**src/rtl/rtc_timer_sequencer.sv**
```systemverilog
// Sequencer for the RTC hour/minute/second timer registers: arbitrates user
// write bursts against a periodic read sweep over a start/done register bus.
module rtc_timer_sequencer #(
  parameter int unsigned REFRESH_CYCLES = 1000000,
  parameter int unsigned TIMEOUT        = 4095
) (
  input  logic       i_clk,
  input  logic       i_reset,
  input  logic       i_wr_req,
  input  logic [7:0] i_wr_hour,
  input  logic [7:0] i_wr_min,
  input  logic [7:0] i_wr_seg,
  output logic       o_wr_ack,
  output logic       o_bus_start,
  output logic       o_bus_rw,
  output logic [7:0] o_bus_addr,
  output logic [7:0] o_bus_wdata,
  input  logic [7:0] i_bus_rdata,
  input  logic       i_bus_done,
  output logic [7:0] o_en_sav_swr,
  output logic [7:0] o_en_rd,
  output logic [7:0] o_data_rd,
  output logic       o_sweep_done,
  output logic       o_err
);

  localparam int unsigned REF_W = $clog2(REFRESH_CYCLES);
  localparam int unsigned TO_W  = $clog2(TIMEOUT + 1);
  localparam logic [7:0]  ADDR_HOUR = 8'h43;

  typedef enum logic [1:0] {
    S_IDLE,
    S_ISSUE,
    S_WAIT
  } state_t;

  state_t           r_state;
  logic             r_mode_wr;
  logic [1:0]       r_idx;
  logic             r_wr_pend;
  logic             r_rd_pend;
  logic [7:0]       r_sh_hour;
  logic [7:0]       r_sh_min;
  logic [7:0]       r_sh_seg;
  logic [7:0]       r_act_min;
  logic [7:0]       r_act_seg;
  logic [REF_W-1:0] r_ref_cnt;
  logic [TO_W-1:0]  r_wait_cnt;

  logic             r_bus_start;
  logic [7:0]       r_bus_addr;
  logic [7:0]       r_bus_wdata;
  logic             r_wr_ack;
  logic [7:0]       r_en_sav_swr;
  logic [7:0]       r_en_rd;
  logic [7:0]       r_data_rd;
  logic             r_sweep_done;
  logic             r_err;

  logic             w_tick;
  logic             w_wr_any;
  logic             w_rd_any;
  logic             w_acc_wr;
  logic             w_acc_rd;
  logic [1:0]       w_idx_nxt;
  logic [7:0]       w_addr_nxt;
  logic [7:0]       w_wdata_nxt;
  logic             w_timeout;

  // A request arriving in the IDLE cycle itself is accepted without first pending
  assign w_tick     = (r_ref_cnt == REF_W'(REFRESH_CYCLES - 1));
  assign w_wr_any   = r_wr_pend | i_wr_req;
  assign w_rd_any   = r_rd_pend | w_tick;
  assign w_acc_wr   = (r_state == S_IDLE) & w_wr_any;
  assign w_acc_rd   = (r_state == S_IDLE) & ~w_wr_any & w_rd_any;
  assign w_idx_nxt  = r_idx + 2'd1;
  assign w_addr_nxt = ADDR_HOUR - {6'd0, w_idx_nxt};
  assign w_timeout  = (r_wait_cnt == TO_W'(TIMEOUT - 1));

  always_comb begin
    w_wdata_nxt = 8'h00;
    if (r_mode_wr) begin
      case (w_idx_nxt)
        2'd1:    w_wdata_nxt = r_act_min;
        2'd2:    w_wdata_nxt = r_act_seg;
        default: w_wdata_nxt = 8'h00;
      endcase
    end
  end

  // Free-running refresh counter
  always_ff @(posedge i_clk) begin
    if (i_reset) begin
      r_ref_cnt <= '0;
    end else if (w_tick) begin
      r_ref_cnt <= '0;
    end else begin
      r_ref_cnt <= r_ref_cnt + REF_W'(1);
    end
  end

  // Pending flags and write shadow; active copy frozen for the running burst
  always_ff @(posedge i_clk) begin
    if (i_reset) begin
      r_wr_pend <= 1'b0;
      r_rd_pend <= 1'b0;
      r_sh_hour <= 8'h00;
      r_sh_min  <= 8'h00;
      r_sh_seg  <= 8'h00;
      r_act_min <= 8'h00;
      r_act_seg <= 8'h00;
    end else begin
      r_wr_pend <= w_acc_wr ? 1'b0 : (r_wr_pend | i_wr_req);
      r_rd_pend <= w_acc_rd ? 1'b0 : (r_rd_pend | w_tick);
      if (i_wr_req) begin
        r_sh_hour <= i_wr_hour;
        r_sh_min  <= i_wr_min;
        r_sh_seg  <= i_wr_seg;
      end
      if (w_acc_wr) begin
        r_act_min <= i_wr_req ? i_wr_min : r_sh_min;
        r_act_seg <= i_wr_req ? i_wr_seg : r_sh_seg;
      end
    end
  end

  always_ff @(posedge i_clk) begin
    if (i_reset) begin
      r_state      <= S_IDLE;
      r_mode_wr    <= 1'b0;
      r_idx        <= 2'd0;
      r_wait_cnt   <= '0;
      r_bus_start  <= 1'b0;
      r_bus_addr   <= 8'h00;
      r_bus_wdata  <= 8'h00;
      r_wr_ack     <= 1'b0;
      r_en_sav_swr <= 8'h00;
      r_en_rd      <= 8'h00;
      r_data_rd    <= 8'h00;
      r_sweep_done <= 1'b0;
      r_err        <= 1'b0;
    end else begin
      r_bus_start  <= 1'b0;
      r_wr_ack     <= 1'b0;
      r_en_sav_swr <= 8'h00;
      r_en_rd      <= 8'h00;
      r_sweep_done <= 1'b0;
      r_err        <= 1'b0;
      case (r_state)
        S_IDLE: begin
          if (w_wr_any) begin
            r_state     <= S_ISSUE;
            r_mode_wr   <= 1'b1;
            r_idx       <= 2'd0;
            r_bus_start <= 1'b1;
            r_bus_addr  <= ADDR_HOUR;
            r_bus_wdata <= i_wr_req ? i_wr_hour : r_sh_hour;
          end else if (w_rd_any) begin
            r_state     <= S_ISSUE;
            r_mode_wr   <= 1'b0;
            r_idx       <= 2'd0;
            r_bus_start <= 1'b1;
            r_bus_addr  <= ADDR_HOUR;
            r_bus_wdata <= 8'h00;
          end
        end
        S_ISSUE: begin
          r_state    <= S_WAIT;
          r_wait_cnt <= '0;
        end
        S_WAIT: begin
          if (i_bus_done) begin
            if (r_mode_wr) begin
              r_en_sav_swr <= r_bus_addr;
            end else begin
              r_en_rd   <= r_bus_addr;
              r_data_rd <= i_bus_rdata;
            end
            if (r_idx == 2'd2) begin
              r_state      <= S_IDLE;
              r_wr_ack     <= r_mode_wr;
              r_sweep_done <= ~r_mode_wr;
            end else begin
              r_state     <= S_ISSUE;
              r_idx       <= w_idx_nxt;
              r_bus_start <= 1'b1;
              r_bus_addr  <= w_addr_nxt;
              r_bus_wdata <= w_wdata_nxt;
            end
          end else if (w_timeout) begin
            r_state <= S_IDLE;
            r_err   <= 1'b1;
          end else begin
            r_wait_cnt <= r_wait_cnt + TO_W'(1);
          end
        end
        default: r_state <= S_IDLE;
      endcase
    end
  end

  assign o_bus_start  = r_bus_start;
  assign o_bus_rw     = r_mode_wr;
  assign o_bus_addr   = r_bus_addr;
  assign o_bus_wdata  = r_bus_wdata;
  assign o_wr_ack     = r_wr_ack;
  assign o_en_sav_swr = r_en_sav_swr;
  assign o_en_rd      = r_en_rd;
  assign o_data_rd    = r_data_rd;
  assign o_sweep_done = r_sweep_done;
  assign o_err        = r_err;

endmodule

```
**config.mk**
```make
export PLATFORM = sky130hd
export DESIGN_NAME = rtc_timer_sequencer
export DESIGN_NICKNAME = d
export VERILOG_FILES = /design/src/rtl/rtc_timer_sequencer.sv
export SDC_FILE = /design/constraint.sdc
export NUM_CORES = 1
export LEC_CHECK = 0
export BUFFER_PORTS_ARGS = -buffer_cell sky130_fd_sc_hd__buf_2
export CAP_MARGIN = 20
export CELL_PAD_IN_SITES_DETAIL_PLACEMENT = 0
export CELL_PAD_IN_SITES_GLOBAL_PLACEMENT = 1
export CORE_UTILIZATION = 45
export DETAILED_ROUTE_END_ITERATION = 10
export PLACE_DENSITY = 0.87
export SETUP_SLACK_MARGIN = 0.05
export SLEW_MARGIN = 40
export SYNTH_ARGS = -nofsm -noshare
export SYNTH_HDL_FRONTEND = slang
export SYNTH_SLANG_ARGS = --single-unit
```
**constraint.sdc**
```tcl
create_clock -name i_clk -period 2.65 [get_ports i_clk]
set_input_delay 0.265 -clock i_clk [delete_from_list [all_inputs] [get_ports i_clk]]
set_output_delay 0.265 -clock i_clk [all_outputs]
set_load 0.02 [all_outputs]
```
### Word-level counts from Yosys, hierarchy flattened

Cells that the tools add are included.

| word-level totals | value |
|---|---|
| register bits | 123 |
| input port bits | 36 |

| cells by class | value |
|---|---|
| bitwise logic cells | 10 |
| equality and inequality tests | 13 |
| add/sub/neg operators | 4 |
| mux-type cells | 37 |
| reductions and logical operators | 16 |

Operator list:

| kind | number |
|---|---|
| 2-to-1 mux 8 bit | 12 |
| case mux 8 bit (2 select lines) | 3 |
| 2-to-1 mux 12 bit | 2 |
| case mux 12 bit (2 select lines) | 1 |
| adder 20 x 1 -> 20 bit, second input constant | 1 |
| == test 20 bit, second input constant | 1 |
| 2-to-1 mux 2 bit | 8 |
| adder 12 x 1 -> 12 bit, second input constant | 1 |
| == test 12 bit, second input constant | 1 |
| OR reduction 4 bit | 3 |
| 2-to-1 mux 1 bit | 8 |
| inequality test 2 bit, second input constant | 4 |
| subtractor 7 x 2 -> 8 bit, first input constant | 1 |
| == test 2 bit, second input constant | 3 |
| inequality test 3 bit, second input constant | 2 |
| case mux 2 bit (3 select lines) | 1 |
| AND reduction 3 bit | 2 |
| nonzero test 2 bit | 3 |
| OR reduction 2 bit | 3 |
| inverter 1 bit | 5 |
| == test 2 x 1 -> 1 bit, second input constant | 2 |
| case mux 2 bit (2 select lines) | 1 |
| AND reduction 2 bit | 2 |
| AND reduction 4 bit | 1 |
| other kinds (6) | 9 |

### Longest topological paths before layout

Gate-level depths: netlist of the first run.

| logic depth | value |
|---|---|
| depth in word-level cells | 7 |
| gate-level depth with buffers | 8 |
| depth with buffers taken out | 7 |

### Least setup slack after synthesis of the first run

Ideal clock, no wire load.

| timing | value |
|---|---|
| path kind | register -> register |
| start point | reg r_ref_cnt[8] |
| end point | reg r_bus_wdata[4], in the netlist o_bus_wdata[4] |
| setup time | 0.134 ns |
| period minus slack after synthesis | 1.724 ns |
| buffers on the path | 0 |
| required time | 2.516 ns |
| arrival | 1.590 ns |
| cell stages (with the launch flop) | 6 |
| slack | 0.926 ns |
| path through | dfxtp_1 -> or4b_4 -> nor4_4 -> a21boi_0 -> nor2_2 -> a211oi_1 |

| between the ends | value |
|---|---|
| word-level cells in the longest chain between the ends | 4 |

Ends and longest elaborated chain:

| element | RTL line | text |
|---|---|---|
| start, declared | 47 | `logic [REF_W-1:0] r_ref_cnt;` |
| start signal, assigned | 98 | `r_ref_cnt <= r_ref_cnt + REF_W'(1);` |
| == test 20 bit | 71 | `assign w_tick = (r_ref_cnt == REF_W'(REFRESH_CYCLES - 1));` |
| bitwise OR 1 bit | 73 | `assign w_rd_any = r_rd_pend \| w_tick;` |
| inequality test 3 bit (no source line) | n/a |  |
| AND reduction 4 bit (no source line) | n/a |  |
| end signal, assigned | 157 | `r_bus_wdata <= i_wr_req ? i_wr_hour : r_sh_hour;` |
| end signal, assigned | 188 | `r_bus_wdata <= w_wdata_nxt;` |
| end, declared | 52 | `logic [7:0] r_bus_wdata;` |

No other way between the ends.
A chain may end at the register's enable or synchronous reset.

### Final worst setup path of the first run

| timing | value |
|---|---|
| start point | reg r_ref_cnt[14] |
| end point | reg r_bus_wdata[0], in the netlist o_bus_wdata[0] |

Same word-level chain as after synthesis.

==> impl_metrics.json, run 1 <==
{
  "floorplan.core_area_um2": 9730,
  "irDropWorstVdd_v": 0.000312,
  "hold_violations": 0,
  "clock-sinks": 108,
  "pin_count": 81,
  "async_flop_share": 0,
  "ys_seq_elements": 108,
  "rows": 36,
  "area.growth.synth_to_final_pct": 11.7,
  "io_buffers": 65,
  "status": "finished clean",
  "grt_max_degree": 53,
  "nets": 576,
  "path_class": "register to register",
  "p_per_area_nw_per_um2": 670,
  "slew_violations": 0,
  "min_path_cells": 3,
  "yosysMostFrequentCell": "dfxtp_1",
  "clk_latency_ps": 380,
  "synth-edff-count": 0,
  "die_h_um": 102,
  "startpoint_type": "register",
  "grt-ovfl-total": 0,
  "yosys_warnings": 0,
  "cts_root_buffer": "clkbuf_8",
  "met3_usage": 0.0328,
  "grtUsageMet1": 0.238,
  "synth_largest_area_cell": "dfxtp_1",
  "finalCriticalPeriod_ps": 1940,
  "path_max_fanout": 8,
  "grt_use_total": 0.173,
  "worstReg2RegStart": "r_ref_cnt[14]$_SDFF_PP0_",
  "use_met2": 0.273,
  "synth.top_cell.area_share": 0.482,
  "min_path_type": "input pin to register",
  "hold_end": "o_data_rd[7]$_SDFFE_PP0P_",
  "cp.arrival_ps": 2190,
  "first_pass_iters": 4,
  "routedWlPerCell_um": 12.9,
  "numCtsBuffers": 9,
  "drt_iter0_drc": 120,
  "setup_violations": 0,
  "synthFlopType": "dfxtp_1",
  "fin_crit_sh": 0.733,
  "hpwl_um": 6160,
  "ant_nets": 0,
  "yosysSeqAreaShare": 0.482,
  "initial_core_util": 0.461,
  "num_antenna_cells": 0,
  "vias": 3390,
  "antenna_found_initial": 0,
  "fin_skew_ps": 15.4,
  "cts_tree": "built",
  "drt-total-wl_um": 8690,
  "worstMarginPinSlew_ps": 686,
  "place_ws_ps": 567,
  "synth_area_um2": 4490,
  "clock.fmax_mhz": 515,
  "critical_path.endpoint_type": "register",
  "r2r_cells": 5,
  "drive_gt1_frac": 0.189,
  "rr_endpoint": "o_bus_wdata[0]$_SDFFE_PP0P_",
  "yosys-top-cells-count": "dfxtp_1 (108), nor2_1 (79), a211oi_1 (33)",
  "vias_per_cell": 5.04,
  "cts_setup_buffers": 0,
  "maxSlewHeadroom": 0.543,
  "fin_setup_tns_ps": 0,
  "placedInstanceArea_um2": 4820,
  "syn_avg_cell_area_um2": 9.29,
  "clk_pin_slew_ps": 110,
  "cellLeakagePower_nw": 2.03,
  "ctsHoldBuffers": 0,
  "grt_pass1_vias": 2999,
  "grt_pass1_wl_um": 14100,
  "cp.required_ps": 2900,
  "dieWidth_um": 102,
  "busiest_layer": "met2",
  "h-tree-depth": 3,
  "clock_path_buffers": 2,
  "ys_types": 49,
  "dieArea_um2": 10400,
  "hp-start": "i_bus_rdata[7]",
  "final_cell_area_um2": 5010,
  "place.gp.congestion": 0.743,
  "rsz0062_at_grt": "no",
  "power.total_mw": 3.36,
  "cap_violations": 0,
  "drcViolationCount": 0,
  "cts_resized": 0,
  "synth_area_leaders": "dfxtp_1 (48%), nor2_1 (6.6%), a211oi_1 (5.5%)",
  "finalWorstSetupSlack_ps": 708,
  "fin_util": 0.515,
  "synth_cells": 483,
  "timing.reg2reg.setup_slack_ps": 710
}
## flip-flops by register name, summed over array words and instances, names as in the netlist, 3 cells and up
register / cells
r_sh_min: 8
r_wait_cnt: 12
o_en_rd: 3
o_bus_addr: 3
r_sh_seg: 8
o_en_sav_swr: 3
o_bus_wdata: 8
r_act_min: 8
r_act_seg: 8
r_ref_cnt: 20
o_data_rd: 8
r_sh_hour: 8
## kinds of logic after synthesis
logic type	synth area share
fa+ha+maj	0.0167
simple gates	0.195
other cells	0.000836
xor+xnor	0.0508
mux	0.0549
compound gates	0.137
buf+inv	0.0630
flops	0.482
## worst max-delay path, stage by stage (launching register included)
cell and delay (ps):
dfxtp_1 430, or4b_4 500, nor4_4 260, a21boi_0 220, nor2_2 300, a211oi_1 120
## final cells by class
class / count / area [um^2]
clock buffers: 9 / 124
clock inverters: 7 / 73.8
fillers: 930 / 4720
inverters: 8 / 30.0
multi-input cells: 338 / 2100
flip-flops and latches: 108 / 2160
well taps: 133 / 166
repair buffers: 69 / 358
## power breakdown
group          total (mW)  switching [mW]  internal, mW
Combinational       0.551           0.342         0.210
Sequential           1.82          0.0795          1.74
Clock               0.988           0.613         0.375
Total                3.36            1.03          2.33
## worst max path at each step
stage,start,end,slack (ps),cells past startpoint
final,r_ref_cnt[14]$_SDFF_PP0_,o_bus_wdata[0]$_SDFFE_PP0P_,710,5
after floorplan,r_ref_cnt[8]$_SDFF_PP0_,o_bus_wdata[4]$_SDFFE_PP0P_,930,5
after global routing,r_ref_cnt[0]$_SDFF_PP0_,o_bus_wdata[6]$_SDFFE_PP0P_,540,6
after global placement,i_wr_req,o_bus_wdata[4]$_SDFFE_PP0P_,680,6
after CTS,r_ref_cnt[14]$_SDFF_PP0_,o_bus_wdata[0]$_SDFFE_PP0P_,690,5
after detailed placement,i_wr_req,o_bus_wdata[5]$_SDFFE_PP0P_,570,6
## per-stage QoR
step,std cells,hold WS [ps]
5_1_grt,672,117
3_3_place_gp,656,441
6_report,672,119
4_1_cts,672,108
3_5_place_dp,656,447
2_1_floorplan,497,341
## layout by cell type (no fill, tap or decap), types with 12 or more instances in the layout
master / n
a211oi_1: 33
a21oi_1: 30
buf_2: 64
conb_1: 15
dfxtp_1: 108
mux2i_1: 19
nand2_1: 29
nand3_1: 14
nor2_1: 79
xnor2_1: 12
xor2_1: 14
## metal layers
metal	share of wire	vias up	wire, um
met2	0.45	65	3930
met1	0.50	1572	4350
met5	0	-	0
li1	-	1743	-
met4	0.013	0	114
met3	0.034	10	292
Note: power is estimated with default switching activity, not from simulation.
==> run 2: changes to the inputs <==
--- a/config.mk
+++ b/config.mk
@@ -9,9 +9,9 @@
 export CAP_MARGIN = 20
 export CELL_PAD_IN_SITES_DETAIL_PLACEMENT = 0
 export CELL_PAD_IN_SITES_GLOBAL_PLACEMENT = 1
-export CORE_UTILIZATION = 45
+export CORE_UTILIZATION = 42
 export DETAILED_ROUTE_END_ITERATION = 10
-export PLACE_DENSITY = 0.87
+export PLACE_DENSITY = 0.82
 export SETUP_SLACK_MARGIN = 0.05
 export SLEW_MARGIN = 40
 export SYNTH_ARGS = -nofsm -noshare
==> constraint.sdc (replaced) <==
create_clock -name i_clk -period 1.8 [get_ports i_clk]
set_input_delay 0.18 -clock i_clk [delete_from_list [all_inputs] [get_ports i_clk]]
set_output_delay 0.18 -clock i_clk [all_outputs]
set_load 0.02 [all_outputs]
==> run 2 against run 1 <==
Net effect: the run now ends with negative setup slack left; register-to-register slack worse by 740 ps; global-route usage is 0.76 points higher; combinational power is 91% higher; sequential cell count stayed put; count of clock-buffer cells in the layout stayed put; critical path depth is 2 higher; sequential share of layout area is 5.0 points lower; clock skew is 7.3 ps higher; via count is 7.0% higher; sequential power is 47% higher; hold slack worse by 100 ps; non-clock buffer count is 39 higher; largest cell class is now multi-input combinational cells.
==> impl_metrics.json, run 2 (synthesis gave the netlist of run 1 again) <==
{
  "fin_crit_sh": 1.02,
  "top_register": "r_ref_cnt",
  "worst_hold_slack_ps": 18.9,
  "routedWlPerCell_um": 14.5,
  "ctsHoldBuffers": 0,
  "num_antenna_cells": 0,
  "startpoint_type": "register",
  "clock_path_buffers": 2,
  "drcViolationCount": 0,
  "clk_latency_ps": 390,
  "h-tree-depth": 3,
  "rsz0062_at_grt": "yes",
  "area.growth.synth_to_final_pct": 27.0,
  "finalWorstSetupSlack_ps": -34.8,
  "irDropWorstVdd_v": 0.000452,
  "grt_pass1_vias": 3489,
  "power_frac_seq": 0.508,
  "layout_commonest_cell": "dfxtp_1",
  "swShare": 0.322,
  "cellLeakagePower_nw": 2.29,
  "dieWidth_um": 105,
  "placedInstanceArea_um2": 5020,
  "p_int_mw": 3.56,
  "grt_pass1_wl_um": 16200,
  "drt-total-wl_um": 10300,
  "min_path_type": "input pin to register",
  "antenna_found_initial": 0,
  "grt_use_total": 0.180,
  "slew_violations": 0,
  "final_cell_area_um2": 5700,
  "cpMostUsedCell": "buf_6",
  "path_max_fanout": 5,
  "largest_reg_flops": 20,
  "place.gp.congestion": 0.800,
  "final_cell_mix": "dfxtp_1 (104), buf_2 (65), nor2_1 (59)",
  "combinationalPowerShare": 0.201,
  "cpPeakStageDelay_ps": 550,
  "drive_gt1_frac": 0.342,
  "initial_core_util": 0.435,
  "p_per_area_nw_per_um2": 922,
  "p_sw_mw": 1.69,
  "clk_pin_slew_ps": 110,
  "clock-sinks": 108,
  "die_h_um": 105,
  "rows": 37,
  "numCtsBuffers": 9,
  "critical_path.endpoint_type": "register",
  "path_cells": "or4b_4 -> nor4_4 -> buf_6 -> buf_6 -> a21o_4 -> clkbuf_16 -> nor2_2",
  "floorplan.core_area_um2": 10300,
  "first_pass_iters": 5,
  "hold_violations": 0,
  "clock.fmax_mhz": 545,
  "cap_violations": 0,
  "cts_root_buffer": "clkbuf_8",
  "crit_buf_inv": 3,
  "cp_slowest_cell": "or4b_4",
  "grt_max_degree": 41,
  "grt-ovfl-total": 0,
  "fin_setup_tns_ps": -271,
  "reg.largest.list": "r_ref_cnt (20), r_wait_cnt (12)",
  "vias": 3626,
  "io_buffers": 65,
  "cp.required_ps": 2090,
  "nets": 616,
  "dieArea_um2": 11100,
  "cp.arrival_ps": 2120,
  "pin_count": 81,
  "vias_per_cell": 5.07,
  "path_class": "register to register",
  "finalCriticalPeriod_ps": 1830,
  "crit_family": "simple AND/OR/NAND/NOR gates",
  "status": "finished with violations",
  "drt_iter0_drc": 142,
  "ant_nets": 0,
  "power.share.clock": 0.292,
  "setup_violations": 14,
  "cts_tree": "built",
  "hpwl_um": 6720,
  "violations": "negative setup slack",
  "fin_skew_ps": 22.7
}
run 2: worst paths after layout:
check | from | to | slack (ps) | cells after the start
worst max-delay path | r_ref_cnt[8]$_SDFF_PP0_ | r_ref_cnt[19]$_SDFF_PP0_ | -30 | 7
worst min-delay path | i_bus_rdata[2] | o_data_rd[2]$_SDFFE_PP0P_ | 20 | 3
worst max register to register | r_ref_cnt[8]$_SDFF_PP0_ | r_ref_cnt[19]$_SDFF_PP0_ | -30 | 7
worst min register to register | o_data_rd[7]$_SDFFE_PP0P_ | o_data_rd[7]$_SDFFE_PP0P_ | 460 | 2
run 2: worst min-delay path, cell delays in order:
cell     delay [ps]
buf_2            90
nand2_1          40
a21oi_1          50
run 2: stage by stage:
step           worst slack (ps)  instances   util  power, mW
2_1_floorplan              75.8        497      -       3.36
3_3_place_gp              -29.2        685  0.487       3.57
3_5_place_dp              -87.6        685  0.487       3.60
4_1_cts                    47.3        705  0.512       5.13
5_1_grt                   -87.2        715  0.552       5.49
6_report                  -34.8        715  0.552       5.25
run 2: metal layers:
layer | routed length (um) | track usage
met5 | 0 | 0
met3 | 420 | 0.0334
met1 | 4800 | 0.236
met2 | 4930 | 0.293
met4 | 191 | 0.0714
run 2: power by group through the flow:
stage          registers, mW  clock network (mW)  logic [mW]
2_1_floorplan           2.77                   0       0.590
3_3_place_gp            2.71                   0       0.865
3_5_place_dp            2.72                   0       0.880
4_1_cts                 2.67                1.56       0.906
5_1_grt                 2.69                1.66        1.14
6_report                2.67                1.53        1.05
run 2: layout make-up:
type | instances | area [um^2]
Clock buffer | 9 | 124
Clock inverter | 7 | 86.3
Fill cell | 918 | 4630
Inverter | 8 | 32.5
Multi-Input combinational cell | 339 | 2400
Sequential cell | 108 | 2170
Tap cell | 136 | 170
Timing Repair Buffer | 108 | 714
run 2: timing repair:
item	4_1_cts	5_1_grt
gates cloned	1	5
pin swaps	2	35
endpoints found under the setup margin	20	45
setup buffers	3	5
resized for setup	8	77
==> run 3: changes to the inputs <==
--- a/config.mk
+++ b/config.mk
@@ -7,9 +7,7 @@
 export LEC_CHECK = 0
 export BUFFER_PORTS_ARGS = -buffer_cell sky130_fd_sc_hd__buf_2
 export CAP_MARGIN = 20
-export CELL_PAD_IN_SITES_DETAIL_PLACEMENT = 0
-export CELL_PAD_IN_SITES_GLOBAL_PLACEMENT = 1
-export CORE_UTILIZATION = 42
+export CORE_UTILIZATION = 55
 export DETAILED_ROUTE_END_ITERATION = 10
 export PLACE_DENSITY = 0.82
 export SETUP_SLACK_MARGIN = 0.05
==> run 3 against run 2 <==
Net effect: the run still ends with negative setup slack left; global-route usage grew 4.9 points; combinational power is 9% lower; worst setup slack improved by 29 ps; non-clock buffer count fell by 13; core utilization grew 13 points; first-iteration DRC count is 15% higher; sequential power barely moved; count of clock-buffer cells in the layout did not move; sequential cell count did not move; critical path depth did not move; register-to-register slack gained 30 ps; maximum frequency increased by 1.6%; largest power group unchanged; highest routed layer unchanged.
==> impl_metrics.json, run 3 (synthesis gave the netlist of run 1 again) <==
{
  "hold_violations": 0,
  "multi_input_area_um2": 2190,
  "dieWidth_um": 92.3,
  "grt_pass1_wl_um": 15600,
  "antenna_found_initial": 0,
  "largest_reg_flops": 20,
  "ant_nets": 0,
  "io_buffers": 65,
  "p_sw_mw": 1.50,
  "cp.arrival_ps": 2080,
  "worst_hold_slack_ps": 49.2,
  "num_antenna_cells": 0,
  "floorplan.core_area_um2": 7810,
  "drt-total-wl_um": 9620,
  "h-tree-depth": 3,
  "path_max_fanout": 12,
  "fin_util": 0.678,
  "grt-ovfl-total": 0,
  "maxSlewHeadroom": 0.666,
  "first_pass_iters": 5,
  "rr_endpoint": "o_bus_wdata[6]$_SDFFE_PP0P_",
  "fin_setup_tns_ps": -5.67,
  "fillers": 611,
  "cp.required_ps": 2070,
  "regArea_um2": 2170,
  "p_per_area_nw_per_um2": 989,
  "ctsHoldBuffers": 0,
  "placedInstanceArea_um2": 4930,
  "cellLeakagePower_nw": 2.20,
  "timing.reg2reg.setup_slack_ps": -6,
  "grt_pass1_vias": 3417,
  "dieArea_um2": 8520,
  "die_h_um": 92.3,
  "top_register": "r_ref_cnt",
  "worstMarginPinSlew_ps": 499,
  "final_cell_area_um2": 5300,
  "startpoint_type": "register",
  "rows": 32,
  "layout_commonest_cell": "dfxtp_1",
  "critical_path.endpoint_type": "register",
  "p_int_mw": 3.74,
  "hp-start": "i_bus_rdata[7]",
  "drive_gt1_frac": 0.260,
  "numCtsBuffers": 9,
  "place.gp.congestion": 0.840,
  "instances_no_fill": 667,
  "cap_violations": 0,
  "setup_violations": 1,
  "reg.largest.list": "r_ref_cnt (20), r_wait_cnt (12)",
  "finalCriticalPeriod_ps": 1810,
  "clock.fmax_mhz": 554,
  "slew_violations": 0,
  "clock-sinks": 108,
  "fin_skew_ps": 11.4,
  "power_frac_seq": 0.510,
  "status": "finished with violations",
  "fin_crit_sh": 1.00,
  "swShare": 0.286,
  "worstReg2RegStart": "r_idx[0]$_SDFFE_PP0P_",
  "setup.worst_path.end": "o_bus_wdata[6]$_SDFFE_PP0P_",
  "irDropWorstVdd_v": 0.000630,
  "vias": 3650,
  "drcViolationCount": 0,
  "area.growth.synth_to_final_pct": 18.0,
  "clk_pin_slew_ps": 100,
  "pin_count": 81,
  "rsz0062_at_grt": "yes",
  "min_path_type": "input pin to register",
  "initial_core_util": 0.575,
  "clock_path_buffers": 2,
  "startpoint": "r_idx[0]$_SDFFE_PP0P_",
  "clk_latency_ps": 370,
  "path_class": "register to register",
  "vias_per_cell": 5.47,
  "finalWorstSetupSlack_ps": -5.67,
  "r2r_cells": 7,
  "grt_max_degree": 34,
  "cts_root_buffer": "clkbuf_8",
  "place_inst": 646,
  "routedWlPerCell_um": 14.4,
  "final_cell_mix": "dfxtp_1 (104), nor2_1 (78), buf_2 (65)",
  "violations": "negative setup slack",
  "drt_iter0_drc": 164,
  "grt_use_total": 0.230,
  "combinationalPowerShare": 0.183,
  "hpwl_um": 6640,
  "cts_tree": "built",
  "power.share.clock": 0.307,
  "nets": 603
}
run 3: what timing repair did:
action	4_1_cts	5_1_grt
cloned	1	0
gates resized for setup	5	20
setup endpoints to repair	13	45
pin swaps	1	5
hold endpoints to repair	0	0
setup buffers	3	2
run 3: metrics by stage:
stage | setup WS [ps] | total power, mW
after floorplan | 75.8 | 3.36
after global placement | -24.3 | 3.54
after detailed placement | -111 | 3.58
after CTS | 35.3 | 5.19
after global routing | -181 | 5.46
final | -5.67 | 5.24
run 3: metal layers:
layer  global-route usage  up-vias  wire, um
met1                0.283     1712      4220
met2                0.391      126      4720
met4               0.0625        0       119
li1                     -     1800         -
met5                    0        -         0
met3               0.0665       12       556
run 3: worst min-delay path by stage:
stage,cells past startpoint,end,slack [ps]
6_report,3,o_data_rd[7]$_SDFFE_PP0P_,50
5_1_grt,3,o_data_rd[0]$_SDFFE_PP0P_,30
4_1_cts,3,o_data_rd[2]$_SDFFE_PP0P_,40
3_5_place_dp,3,o_data_rd[7]$_SDFFE_PP0P_,430
3_3_place_gp,3,o_data_rd[6]$_SDFFE_PP0P_,420
2_1_floorplan,1,o_err$_SDFF_PP0_,260
run 3: layout make-up:
type,instances,area share
sequential,108,0.409
clock buffer,9,0.0234
inverter,8,0.00567
tap,102,0.0241
multi-input combinational,339,0.414
clock inverter,6,0.0180
timing repair buffer,95,0.106
run 3: critical path: stages (launching register included):
cell	delay (ps)
dfxtp_1	390
inv_1	90
ha_1	250
nand2b_1	180
a21oi_1	230
buf_4	240
a21oi_1	90
a211oi_1	240
run 3: power by group through the flow:
stage	Combinational [mW]	Clock [mW]	Sequential (mW)
floorplan	0.590	0	2.77
global placement	0.835	0	2.71
detailed placement	0.858	0	2.72
CTS	0.903	1.63	2.67
global route	1.05	1.72	2.69
finish	0.959	1.61	2.67
